==> config.mk <==
export PLATFORM = sky130hd
export DESIGN_NAME = shift_reg_burst
export DESIGN_NICKNAME = d
export VERILOG_FILES = /design/src/rtl/shift_reg_burst_pkg.sv /design/src/rtl/shift_reg_burst_shift_step.sv /design/src/rtl/shift_reg_burst.sv
export SDC_FILE = /design/constraint.sdc
export NUM_CORES = 1
export LEC_CHECK = 0
export BUFFER_PORTS_ARGS = -buffer_cell sky130_fd_sc_hd__buf_2
export CORE_MARGIN = 10
export CORE_UTILIZATION = 55
export DETAILED_ROUTE_END_ITERATION = 7
export HOLD_SLACK_MARGIN = 0.08
export PLACE_DENSITY = 0.83
export SKIP_LAST_GASP = 1
export SLEW_MARGIN = 0
export SYNTH_ARGS = -nofsm -noshare
export SYNTH_HDL_FRONTEND = slang
export SYNTH_SLANG_ARGS = --single-unit
==> constraint.sdc <==
create_clock -name CLK -period 2.4 [get_ports CLK]
set_input_delay 0.24 -clock CLK [delete_from_list [all_inputs] [get_ports CLK]]
set_output_delay 0.24 -clock CLK [all_outputs]
set_load 0.1 [all_outputs]
==> src/rtl/shift_reg_burst_pkg.sv <==
// Shared types for the burst shift register.
//   mode_e  : operation requested on MODO (HOLD/LOAD/PUSH/CYCLE)
//   state_e : sequencer state, 2-bit encoding
package shift_reg_burst_pkg;

  typedef enum logic [1:0] {
    MODE_HOLD  = 2'b00,
    MODE_LOAD  = 2'b01,
    MODE_PUSH  = 2'b10,
    MODE_CYCLE = 2'b11
  } mode_e;

  typedef enum logic [1:0] {
    ST_IDLE   = 2'd0,
    ST_RUN    = 2'd1,
    ST_FINISH = 2'd2
  } state_e;

endpackage

==> src/rtl/shift_reg_burst_shift_step.sv <==
// One combinational shift/rotate step of the register.
// Ports:
//   q          : current register contents
//   s_in       : serial input used by PUSH
//   mode       : PUSH shifts s_in in, CYCLE feeds the outgoing bit back in
//   dir        : 0 = toward MSB, 1 = toward LSB
//   q_next     : register contents after the step
//   s_out_next : bit that leaves the register on this step
module shift_step
  import shift_reg_burst_pkg::*;
#(
  parameter int WIDTH = 4
) (
  input  logic [WIDTH-1:0] q,
  input  logic             s_in,
  input  mode_e            mode,
  input  logic             dir,
  output logic [WIDTH-1:0] q_next,
  output logic             s_out_next
);

  logic fill;

  always_comb begin
    fill       = s_in;
    q_next     = q;
    s_out_next = 1'b0;
    if (mode == MODE_CYCLE) begin
      fill = dir ? q[0] : q[WIDTH-1];
    end
    if (dir) begin
      q_next     = {fill, q[WIDTH-1:1]};
      s_out_next = q[0];
    end else begin
      q_next     = {q[WIDTH-2:0], fill};
      s_out_next = q[WIDTH-1];
    end
  end

endmodule

==> src/rtl/shift_reg_burst.sv <==
// Universal shift register with a burst sequencer: one START runs CNT
// shift/rotate steps, reporting progress on BUSY and a one-cycle DONE.
// Ports:
//   CLK, RST (sync, active-high), ENB (0 freezes everything)
//   START, MODO, DIR, S_IN, D, CNT : request and operands
//   Q, S_OUT, BUSY, DONE           : registered outputs
//
// state  | meaning
// IDLE   | waiting for START
// RUN    | one step per enabled edge until the counter reaches 0
// FINISH | DONE high for one enabled cycle
module shift_reg_burst
  import shift_reg_burst_pkg::*;
#(
  parameter int WIDTH = 4,
  parameter int CW    = 4
) (
  input  logic             CLK,
  input  logic             RST,
  input  logic             ENB,
  input  logic             START,
  input  logic [1:0]       MODO,
  input  logic             DIR,
  input  logic             S_IN,
  input  logic [WIDTH-1:0] D,
  input  logic [CW-1:0]    CNT,
  output logic [WIDTH-1:0] Q,
  output logic             S_OUT,
  output logic             BUSY,
  output logic             DONE
);

  state_e           state_q, state_d;
  mode_e            mode_q, mode_d;
  logic             dir_q, dir_d;
  logic [CW-1:0]    cnt_q, cnt_d;
  logic [WIDTH-1:0] q_q, q_d;
  logic             s_out_q, s_out_d;
  logic             busy_q, busy_d;
  logic             done_q, done_d;

  logic [WIDTH-1:0] step_q;
  logic             step_s_out;
  mode_e            req_mode;

  assign req_mode = mode_e'(MODO);

  // Steps always use the operands latched at START, so MODO/DIR may move freely mid-burst.
  shift_step #(.WIDTH(WIDTH)) u_step (
    .q          (q_q),
    .s_in       (S_IN),
    .mode       (mode_q),
    .dir        (dir_q),
    .q_next     (step_q),
    .s_out_next (step_s_out)
  );

  always_comb begin
    state_d = state_q;
    mode_d  = mode_q;
    dir_d   = dir_q;
    cnt_d   = cnt_q;
    q_d     = q_q;
    s_out_d = s_out_q;
    busy_d  = busy_q;
    done_d  = done_q;
    if (ENB) begin
      case (state_q)
        ST_IDLE: begin
          done_d = 1'b0;
          if (START) begin
            case (req_mode)
              MODE_LOAD: begin
                q_d     = D;
                done_d  = 1'b1;
                state_d = ST_FINISH;
              end
              MODE_PUSH, MODE_CYCLE: begin
                if (CNT == '0) begin
                  done_d  = 1'b1;
                  state_d = ST_FINISH;
                end else begin
                  mode_d  = req_mode;
                  dir_d   = DIR;
                  cnt_d   = CNT;
                  busy_d  = 1'b1;
                  state_d = ST_RUN;
                end
              end
              default: ;
            endcase
          end
        end
        ST_RUN: begin
          q_d     = step_q;
          s_out_d = step_s_out;
          cnt_d   = cnt_q - CW'(1);
          // Terminal count: this edge performs the last step.
          if (cnt_q == CW'(1)) begin
            busy_d  = 1'b0;
            done_d  = 1'b1;
            state_d = ST_FINISH;
          end
        end
        ST_FINISH: begin
          done_d  = 1'b0;
          state_d = ST_IDLE;
        end
        default: begin
          busy_d  = 1'b0;
          done_d  = 1'b0;
          state_d = ST_IDLE;
        end
      endcase
    end
  end

  always_ff @(posedge CLK) begin
    if (RST) begin
      state_q <= ST_IDLE;
      mode_q  <= MODE_HOLD;
      dir_q   <= 1'b0;
      cnt_q   <= '0;
      q_q     <= '0;
      s_out_q <= 1'b0;
      busy_q  <= 1'b0;
      done_q  <= 1'b0;
    end else begin
      state_q <= state_d;
      mode_q  <= mode_d;
      dir_q   <= dir_d;
      cnt_q   <= cnt_d;
      q_q     <= q_d;
      s_out_q <= s_out_d;
      busy_q  <= busy_d;
      done_q  <= done_d;
    end
  end

  assign Q     = q_q;
  assign S_OUT = s_out_q;
  assign BUSY  = busy_q;
  assign DONE  = done_q;

endmodule

Word level (Yosys, flattened, before mapping) --
Index checks and enable logic that the tools add are counted.
Operators by class: reduce and logical (&&, ||, !) cells 11, shift operators 0, $add $sub $neg 1, divide/modulo/power cells 0, bitwise logic cells 2, multiply operators 0, multiplexer cells 25, eq/ne operators 13, order comparisons 0
Operators with widths (count):
- 4-bit two-way mux | 6
- 4-bit one-hot mux with 2 select lines | 2
- 5-bit AND reduction | 2
- 1-bit two-way mux | 9
- 2-bit == test, second input constant | 4
- 2-bit one-hot mux with 2 select lines | 2
- 4-bit AND reduction | 2
- 2-bit two-way mux | 3
- 2-bit != test, second input constant | 3
- 6-bit AND reduction | 1
- 2-bit by 1-bit == test with 1-bit output, second input constant | 2
- 4-bit by 1-bit == test with 1-bit output, second input constant | 1
- 4-bit logical NOT | 1
- 2-bit by 1-bit != test with 1-bit output, second input constant | 2
- 1-bit one-hot mux with 2 select lines | 2
- 2-bit AND reduction | 2
- 4-bit by 1-bit subtractor with 4-bit output, second input constant | 1
- 3-bit by 1-bit != test with 1-bit output, second input constant | 1
- 1-bit one-hot mux with 3 select lines | 1
- 2-bit logical NOT | 1
- 1-bit NOT | 2
- 2-bit nonzero test | 1
- 2-bit OR reduction | 1
Storage, ports and cells: bits in latches 0, bits in read-only memories 0, bits in writable memories 0, bits of input ports 16, output and inout port bits 7, register bits after elaboration 16, word-level logic and storage cells 60, memories kept 0

Logic depth before layout (Yosys ltp) --
word-level depth 5, mapped depth 6, depth with buffers taken out 6

Modules after synthesis --
Synthesis repeated with hierarchy kept, for this count alone.
Unflattened totals: cell total of the unflattened synthesis 108, area total of the unflattened synthesis 945.9 um2
By module, submodules not included:
- shift_reg_burst | area an instance 844.6 um2, instances 1, seq. area each 320.3 um2, cells each 97
- shift_step | area an instance 101.3 um2, instances 1, seq. area each 0.0 um2, cells each 11

Least setup slack after synthesis --
Ideal clock, no wire load.
path type reg-to-reg, start register q_q[3] (netlist: Q[3]), end register q_q[0] (netlist: Q[0]), data arrival time 1.659 ns, required time 2.322 ns, library setup time 0.078 ns, buffers on the path 0, setup slack 0.663 ns, cell stages (with the launch flop) 4, clock period less this slack 1.737 ns, cells stage by stage dfxtp_1 > a311oi_1 > o311a_1 > nor3_1
On the way: longest elaborated chain between the ends 4
Ends and longest elaborated chain:
- start: declaration | RTL line shift_reg_burst.sv:37 | logic [WIDTH-1:0] q_q, q_d;
- start signal: assignment | RTL line shift_reg_burst.sv:133 | q_q <= q_d;
- 1-bit two-way mux | RTL line shift_reg_burst_shift_step.sv:29 | fill = dir ? q[0] : q[WIDTH-1];
- 1-bit two-way mux | RTL line shift_reg_burst_shift_step.sv:28 | if (mode == MODE_CYCLE) begin
- 4-bit two-way mux | RTL line shift_reg_burst_shift_step.sv:31 | if (dir) begin
- 4-bit one-hot mux with 2 select lines | RTL line shift_reg_burst.sv:68 | case (state_q)
Every way passes these cells. A chain may end at the register's enable or synchronous reset.

Worst setup path in the final report --
start register state_q[0], end register q_q[3] (netlist: Q[3])
On the way: longest elaborated chain between the ends 3, elaborated cells between the ends (all ways) 7, those cells by class 3 x eq/ne; 1 x mux; 3 x reduce/logical
Ends and longest elaborated chain:
- start: declaration | RTL line shift_reg_burst.sv:33 | state_e state_q, state_d;
- start signal: assignment | RTL line shift_reg_burst.sv:129 | state_q <= state_d;
- 2-bit logical NOT or 2-bit by 1-bit == test with 1-bit output (tied branches) | RTL line shift_reg_burst.sv:68
- 2-bit by 1-bit != test with 1-bit output (no line), or another cell as far along
- 4-bit AND reduction (no line)
Several ways; a longest one is shown, not always the timed one.

==> impl_metrics.tcl <==
set metrics [dict create \
    drive_above_1_share_pct 25.0 \
    stdcell_area_sq_um 1040 \
    top_level_ports 23 \
    dp_hpwl_mm 1.55 \
    max-cap-violations 0 \
    synth_top_cell_area_share_pct 35.5 \
    clock_skew_ns 0.00497 \
    hold_path_class "input port to flop" \
    dp.cells 137 \
    die_x_um 60.5 \
    wirelength_mm 2.01 \
    cts-root-buf "clkbuf_4" \
    cts_resized 0 \
    fill_cells 129 \
    gr-total-overflow 0 \
    ys_types 36 \
    synth_warnings 0 \
    r2r-start "state_q[0]$_SDFFE_PP0P_" \
    clkSlewWorstSetupHoldPaths_ns 0.09 \
    grt.total_usage_pct 12.0 \
    clk_latency_ns 0.28 \
    synth_area_leader_cell "dfxtp_1" \
    cp_num_buf_inv 0 \
    status "finished clean" \
    synth_edf_count 0 \
    tightest_slew_ns 0.485 \
    synth_cells 103 \
    cts_tree "yes" \
    max_slew_margin_pct 67.6 \
    firstDrtPassIters 4 \
    antenna_found_initial 0 \
    critPathCaptureType "flop" \
    post_drt_wl_per_cell_um 14.4 \
    period_needed_ns 1.61 \
    path_cells "nor2b_1 > o21ai_1 > a21o_1 > a311oi_1" \
    cpPeakStageDelay_ns 0.50 \
    synth_area_sq_um 903 \
    num_antenna_cells 0 \
    port_buffers 22 \
    grt_pass1_vias 762 \
    vias 831 \
    die_y_um 60.5 \
    powerDensity_nw_per_um2 536 \
    cp_slowest_cell "dfxtp_1" \
    route.detailed.drc 0 \
    power.total_uw 555 \
    drt_iter0_drc 21 \
    critical_path_class "flop to flop" \
    yosysSeqAreaShare_pct 35.5 \
    ant_nets 0 \
    finalHoldViolCount 0 \
    rsz0062_at_grt "no" \
    coreArea_sq_um 1520 \
    crit_family "compound AO/OA/AOI/OAI gates" \
    fin_crit_sh_pct 67.2 \
    cts_buffer_depth 2 \
    critPathArrivalTime_ns 1.81 \
    synth_area_per_cell_sq_um 8.77 \
    nets 144 \
    crit_start "state_q[0]$_SDFFE_PP0P_" \
    ir_drop_uv 367 \
    placed_area_sq_um 1010 \
    synth_ff_type "dfxtp_1" \
    synthesis.nets 121 \
    ys_seq_elements 16 \
    fin_tns_setup_ns 0 \
    maxSlewViolCount 0 \
    stdcell_count 140 \
    cts-buffers-inserted 3 \
    htreeDepth 1 \
    min_from "DIR" \
    hold_buffers 0 \
    cp_max_fo 8 \
    start_kind "flop" \
    fmaxAchievable_ghz 0.620 \
    synth-async-reset-ratio_pct 0 \
    grt_max_degree 17 \
    cts_setup_buffers 0 \
    grt_pass1_wl_mm 3.45 \
    setup_viol_count_final 0 \
    vias_per_cell 5.94 \
    start_util_pct 59.3 \
    syn_to_final_growth_pct 14.7 \
    crit_required_ns 2.59 \
    cts_num_sinks 16 \
    synthTopCellsByArea "dfxtp_1 35%, nor2_1 6.6%, mux2i_1 5.5%" \
    leakagePower_nw 0.425 \
    gp_congestion 0.798 \
    die_area_sq_um 3660 \
    synth_commonest_cells "16 x dfxtp_1, 16 x nor2_1, 8 x a21oi_1" \
    rows 14 \
]
-- registers in the layout, summed over array words and instances, names as in the netlist --
signal   flops
dir_q        1
state_q      2
DONE         1
Q            4
mode_q       2
S_OUT        1
cnt_q        4
BUSY         1
-- final timing paths --
check                                              to  slack, ns  cells past startpoint
worst max register to register      Q[3]$_SDFFE_PP0P_       0.79                      4
worst max-delay path                Q[3]$_SDFFE_PP0P_       0.79                      4
worst min-delay path               dir_q$_SDFFE_PP0P_       0.19                      3
worst min register to register  cnt_q[1]$_SDFFE_PP0P_       0.48                      2
-- through the flow --
| step | hold slack [ns] | utilization, % | setup WS, ns |
|---|---|---|---|
| 2_1_floorplan | 0.306 | - | 0.663 |
| 3_3_place_gp | 0.445 | 66.5 | 0.922 |
| 3_5_place_dp | 0.460 | 66.5 | 0.828 |
| 4_1_cts | 0.182 | 68.0 | 0.809 |
| 5_1_grt | 0.225 | 68.0 | 0.676 |
| 6_report | 0.187 | 68.0 | 0.788 |
-- layer usage --
metal	GRT usage, %	routed length, um	vias to the layer above
met2	18.1	920	27
met1	15.2	936	380
met5	0	0	-
met4	6.58	40	0
li1	-	-	420
met3	2.92	112	4
-- worst min-delay path: cells and delay by family --
kind,cells,cell delay [ns]
buffers and inverters,1,0.07
muxes,1,0.05
and+or+nand+nor,1,0.07
-- layout by cell type (no fill, tap or decap), drive strengths merged, types with 3 or more instances in the layout --
cell type / n
dfxtp: 16
inv: 4
a211oi: 3
nor2: 16
buf: 22
nand2b: 4
nand2: 7
clkbuf: 3
mux2i: 5
o21ai: 5
o211ai: 3
nor3b: 3
a21oi: 9
-- logic make-up after synthesis --
kind of cell | after synthesis | share of synthesized area [%]
and+or+nand+nor | 40 | 26.3
AOI/OAI and AO/OA | 32 | 26.0
DFF | 16 | 35.5
muxes | 5 | 5.54
buffers and inverters | 8 | 3.88
adders and majority gates | 2 | 2.77
-- layout make-up --
| class | count | area [sq um] | area share [%] |
|---|---|---|---|
| repair buffers | 22 | 110 | 10.6 |
| multi-input cells | 79 | 548 | 52.9 |
| well taps | 16 | 20.0 | 1.93 |
| inverters | 4 | 15.0 | 1.45 |
| clock buffers | 3 | 22.5 | 2.17 |
| flip-flops and latches | 16 | 320 | 30.9 |
-- power by group --
group / internal (mW) / leakage, nW / total, mW / switching, mW
logic: 0.0416 / 0.280 / 0.124 / 0.0819
registers: 0.277 / 0.130 / 0.291 / 0.0139
clock network: 0.0583 / 0.0138 / 0.140 / 0.0819
(Power assumes the default switching activity.)
